<file path="src/rtl/i2c_pin_conditioner.sv">
// SCL/SDA pad front end: 2-flop sync, programmable glitch filter, START/STOP detect, bus-busy.
// Optional SCL-stuck-low timeout enabled by defining I2C_TIMEOUT_EN.
module i2c_pin_conditioner #(
    parameter int FILT_W = 4,
    parameter int TMO_W  = 16
) (
    input  logic              PCLK,
    input  logic              PRESETn,
    input  logic              scl_pad_i,
    input  logic              sda_pad_i,
    input  logic [FILT_W-1:0] filt_len,
    input  logic [TMO_W-1:0]  tmo_limit,
    output logic              scl_f,
    output logic              sda_f,
    output logic              start_det,
    output logic              stop_det,
    output logic              bus_busy,
    output logic              scl_stuck
);

    logic [1:0]        scl_sync, sda_sync;
    logic [FILT_W-1:0] scl_cnt, sda_cnt;
    logic              scl_q, sda_q;
    logic              start_c, stop_c;

    // Reset to 1 so the idle-high bus produces no edges after reset
    always_ff @(posedge PCLK or negedge PRESETn) begin
        if (!PRESETn) begin
            scl_sync <= '1;
            sda_sync <= '1;
        end else begin
            scl_sync <= {scl_sync[0], scl_pad_i};
            sda_sync <= {sda_sync[0], sda_pad_i};
        end
    end

    always_ff @(posedge PCLK or negedge PRESETn) begin
        if (!PRESETn) begin
            scl_cnt <= '0;
            scl_f   <= 1'b1;
        end else if (scl_sync[1] == scl_f) begin
            scl_cnt <= '0;
        end else if (scl_cnt >= filt_len) begin
            scl_f   <= scl_sync[1];
            scl_cnt <= '0;
        end else begin
            scl_cnt <= scl_cnt + FILT_W'(1);
        end
    end

    always_ff @(posedge PCLK or negedge PRESETn) begin
        if (!PRESETn) begin
            sda_cnt <= '0;
            sda_f   <= 1'b1;
        end else if (sda_sync[1] == sda_f) begin
            sda_cnt <= '0;
        end else if (sda_cnt >= filt_len) begin
            sda_f   <= sda_sync[1];
            sda_cnt <= '0;
        end else begin
            sda_cnt <= sda_cnt + FILT_W'(1);
        end
    end

    // SCL must be high on both sides of the SDA edge; a simultaneous SCL change masks it
    assign start_c = sda_q & ~sda_f & scl_q & scl_f;
    assign stop_c  = ~sda_q & sda_f & scl_q & scl_f;

    always_ff @(posedge PCLK or negedge PRESETn) begin
        if (!PRESETn) begin
            scl_q     <= 1'b1;
            sda_q     <= 1'b1;
            start_det <= 1'b0;
            stop_det  <= 1'b0;
        end else begin
            scl_q     <= scl_f;
            sda_q     <= sda_f;
            start_det <= start_c;
            stop_det  <= stop_c;
        end
    end

`ifdef I2C_TIMEOUT_EN
    logic [TMO_W-1:0] tmo_cnt;
    logic [TMO_W:0]   tmo_nxt;
    logic             tmo_run, tmo_hit;

    assign tmo_run = bus_busy && !scl_f && (tmo_limit != '0);
    assign tmo_nxt = {1'b0, tmo_cnt} + (TMO_W+1)'(1);
    // Compare against the post-increment value so the hit lands on the same edge as the count
    assign tmo_hit = tmo_run && (tmo_nxt >= {1'b0, tmo_limit});

    always_ff @(posedge PCLK or negedge PRESETn) begin
        if (!PRESETn) begin
            tmo_cnt <= '0;
        end else if (!tmo_run) begin
            tmo_cnt <= '0;
        end else if (tmo_hit) begin
            tmo_cnt <= tmo_limit;
        end else begin
            tmo_cnt <= tmo_nxt[TMO_W-1:0];
        end
    end

    always_ff @(posedge PCLK or negedge PRESETn) begin
        if (!PRESETn) begin
            scl_stuck <= 1'b0;
        end else if (scl_f) begin
            scl_stuck <= 1'b0;
        end else if (tmo_hit) begin
            scl_stuck <= 1'b1;
        end
    end

    always_ff @(posedge PCLK or negedge PRESETn) begin
        if (!PRESETn) begin
            bus_busy <= 1'b0;
        end else if (tmo_hit) begin
            bus_busy <= 1'b0;
        end else if (start_det) begin
            bus_busy <= 1'b1;
        end else if (stop_det) begin
            bus_busy <= 1'b0;
        end
    end
`else
    logic tmo_limit_unused;

    assign tmo_limit_unused = ^tmo_limit;
    assign scl_stuck        = 1'b0;

    always_ff @(posedge PCLK or negedge PRESETn) begin
        if (!PRESETn) begin
            bus_busy <= 1'b0;
        end else if (start_det) begin
            bus_busy <= 1'b1;
        end else if (stop_det) begin
            bus_busy <= 1'b0;
        end
    end
`endif

endmodule

</file>
<file path="config.mk">
export PLATFORM = sky130hd
export DESIGN_NAME = i2c_pin_conditioner
export DESIGN_NICKNAME = d
export VERILOG_FILES = /design/src/rtl/i2c_pin_conditioner.sv
export SDC_FILE = /design/constraint.sdc
export NUM_CORES = 1
export LEC_CHECK = 0
export ABC_AREA = 1
export CAP_MARGIN = 5
export CORE_AREA = 2 2 50 52
export DETAILED_ROUTE_END_ITERATION = 12
export DIE_AREA = 0 0 52 54
export PLACE_DENSITY_LB_ADDON = 0.12
export RECOVER_POWER = 50
export SLEW_MARGIN = 20
export SYNTH_ARGS = -nofsm -noshare
export SYNTH_HDL_FRONTEND = slang
export SYNTH_SLANG_ARGS = --single-unit
</file>
<file path="constraint.sdc">
create_clock -name PCLK -period 1.3 [get_ports PCLK]
set_input_delay 0.26 -clock PCLK [delete_from_list [all_inputs] [get_ports PCLK]]
set_output_delay 0.26 -clock PCLK [all_outputs]
set_load 0.02 [all_outputs]
</file>
==> flow_summary_export.csv <==
group,metric,value,unit
worst_setup_path,cp_data_arrival_time,1.52,ns
yosys,yosys.area.top_type_share,29.3,%
yosys,synth.distinct_cells,16,
yosys,synth_cells,99,
route,routed_wl,1900,um
route,drtPass1Iterations,4,
place,gp_congestion,0.746,
hold_path,hold_path_class,"reg -> reg",
route,post_drt_wl_per_cell,12.0,um
sta,setup_viol,0,
global_route,grt_pass1_vias,678,
run,maxCapViolCount,0,
clock_tree,cts_num_sinks,19,
clock_tree,cts_buffer_depth,2,
sta,worst_clock_skew,0.000998,ns
worst_setup_path,cp_data_required_time,1.55,ns
global_route,grt_max_degree,20,
layout,final_util,57.6,%
yosys,ys_async_sr_fraction,100,%
clock_tree,holdBufCountCts,0,
worst_setup_path,start_kind,"input port",
layout,ff_latch_area,485,um2
power,powerDensity,1620,nW/um2
die,rows,18,
die,core-area,2320,um2
yosys,synth.avg_cell_area,9.48,um2
layout,drive_gt1_share,45.0,%
yosys,ys_warn_count,0,
yosys,synthMostInstantiatedCell,"nand2_1",
die,initial_core_util,40.5,%
layout,fin_cells,159,
place,dp_hpwl,1380,um
clock_tree,cts_made_buffers,3,
route,ant_nets,0,
die,die-width,52,um
sta,fmax,0.785,GHz
clock_tree,clk_pin_slew,0.11,ns
layout,nFillCells,219,
clock_tree,clock_latency,0.30,ns
route,drt_iter0_drc,5,
global_route,grt_overflow,0,
yosys,ys_top_cells_by_area,"dfrtp_1 29%, dfstp_2 22%, ha_1 13%, nand2_1 10%, inv_1 6.0%",
route,post_drt_via_cell_ratio,4.60,
clock_tree,cts.root.buffer_cell,"clkbuf_4",
power,p_leak,0.686,nW
die,die_h,54,um
yosys,synth_top_area_cell,"dfrtp_1",
die,die_area,2810,um2
power,ir_drop,1.22,mV
global_route,antenna_found_initial,0,
yosys,synth.cells.most_frequent,"26 x nand2_1, 15 x inv_1, 11 x dfrtp_1",
clock_tree,cts_tree,"done",
yosys,syn_nets,133,
layout,multi_input_area,507,um2
clock_tree,htree_num_levels,1,
sta,final_hold_viol_count,0,
sta,rsz0062_at_grt,"no",
yosys,synth-seq-area-share,51.7,%
route,drc,0,
worst_setup_path,critPathCaptureType,"flop",
yosys,syn_area,938,um2
yosys,synth_flop_cell,"dfrtp_1",
sta,period_minus_slack,1.27,ns
place,dp.cells,155,
die,io_pins,30,
outcome,status,"finished clean",
worst_setup_path,cp_max_fo,2,
yosys,synth_edf_count,0,
global_route,track_usage,15.8,%
route,num_vias,732,
layout,area_growth_syn_to_layout,42.4,%
sta,drv_slew,0,
global_route,grt_pass1_wl,3040,um
layout,nNetsFinal,164,
worst_setup_path,path_class,"in -> reg",
place,io_buffer_count,12,
yosys,ys_ff_latch,19,
layout,num_antenna_cells,0,
sta,final.setup.tns,0,ns
sta,finalCritPeriodShare,98.0,%
[where the power goes]
group          switching, W  internal [W]
registers          0.000105      0.000782
logic              0.000525      0.000451
clock network      0.000189      0.000115
total              0.000819       0.00135
[worst max-delay path, cell delays in order]
cell	delay [ns]
clkdlybuf4s50_1	0.47
inv_2	0.06
ha_4	0.27
nand2_2	0.05
inv_2	0.06
nand2_2	0.07
buf_4	0.13
nand4_1	0.08
nand2_1	0.06
[kinds of logic after synthesis]
| kind of cell | count (synthesis) | share of synthesized area [%] |
|---|---|---|
| buffers and inverters | 16 | 6.80 |
| other | 1 | 0.400 |
| DFF | 19 | 51.7 |
| adders and majority gates | 10 | 13.3 |
| and+or+nand+nor | 44 | 19.7 |
| xor gates and xnor gates | 4 | 4.53 |
| AOI/OAI and AO/OA | 5 | 3.47 |
[worst paths after layout]
path / cells after the start / slack (ns) / startpoint / end
setup / recovery: 9 / 0.03 / filt_len[3] / scl_f$_DFFE_PN1P_
hold / removal: 0 / 0.36 / scl_sync[0]$_DFF_PN1_ / scl_sync[1]$_DFF_PN1_
setup reg to reg: 7 / 0.06 / sda_cnt[3]$_DFF_PN0_ / sda_f$_DFFE_PN1P_
hold reg to reg: 0 / 0.36 / scl_sync[0]$_DFF_PN1_ / scl_sync[1]$_DFF_PN1_
max in group asynchronous: 2 / 0.54 / PRESETn / sda_sync[0]$_DFF_PN1_
min in group asynchronous: 2 / 0.42 / PRESETn / sda_cnt[3]$_DFF_PN0_
[state kept, by name, indices dropped and copies added, names as in the netlist]
register,cells
bus_busy,1
scl_cnt,4
scl_f,1
scl_q,1
scl_sync,2
sda_cnt,4
sda_f,1
sda_q,1
sda_sync,2
start_det,1
stop_det,1
[cells in the final DEF (no fill, tap or decap)]
cell type	count
buf_4	16
dlymetal6s2s_1	1
clkdlybuf4s50_1	3
dfrtp_1	11
conb_1	1
dfstp_2	8
inv_2	8
ha_4	4
nand2_2	5
nand4_1	4
dlygate4sd3_1	3
ha_1	6
nor2_1	4
xor2_2	2
nor3_1	2
nor2_2	4
clkinv_2	1
a21oi_2	2
inv_1	7
clkbuf_4	3
xor2_1	2
clkdlybuf4s15_1	2
clkbuf_2	2
nand2_1	20
o21bai_1	3
nand3_4	2
nand3_1	2
nand2_4	1
[per-stage QoR]
| stage | power, W | setup WS (ns) | hold slack, ns | area (um2) |
|---|---|---|---|---|
| after floorplan | 0.00135 | 0.109 | -0.0356 | 938 |
| after global placement | 0.00175 | -0.395 | 0.348 | 1200 |
| after detailed placement | 0.00177 | -0.425 | 0.349 | 1200 |
| after CTS | 0.00208 | 0.00397 | 0.272 | 1270 |
| after global routing | 0.00235 | 0.00146 | 0.360 | 1340 |
| final | 0.00217 | 0.0262 | 0.364 | 1340 |
[routing by layer]
layer | global-route usage [%] | up-vias | wire [um]
met1 | 16.8 | 353 | 759
met2 | 28.1 | 8 | 1040
met4 | 7.89 | 0 | 35
met3 | 5.00 | 5 | 63
li1 | - | 366 | -
met5 | 0 | - | 0
[final cells by class]
type,count,area share [%]
clock buffers,3,1.69
clock inverters,1,0.375
inverters,15,4.21
multi-input cells,64,37.9
flip-flops and latches,19,36.3
well taps,30,2.81
repair buffers,27,16.7
[timing repair]
action,4_1_cts,5_1_grt
setup buffers,0,0
endpoints found under the setup margin,15,15
resized for setup,24,23
pin swaps,7,9
Note: power is estimated with default switching activity, not from simulation.
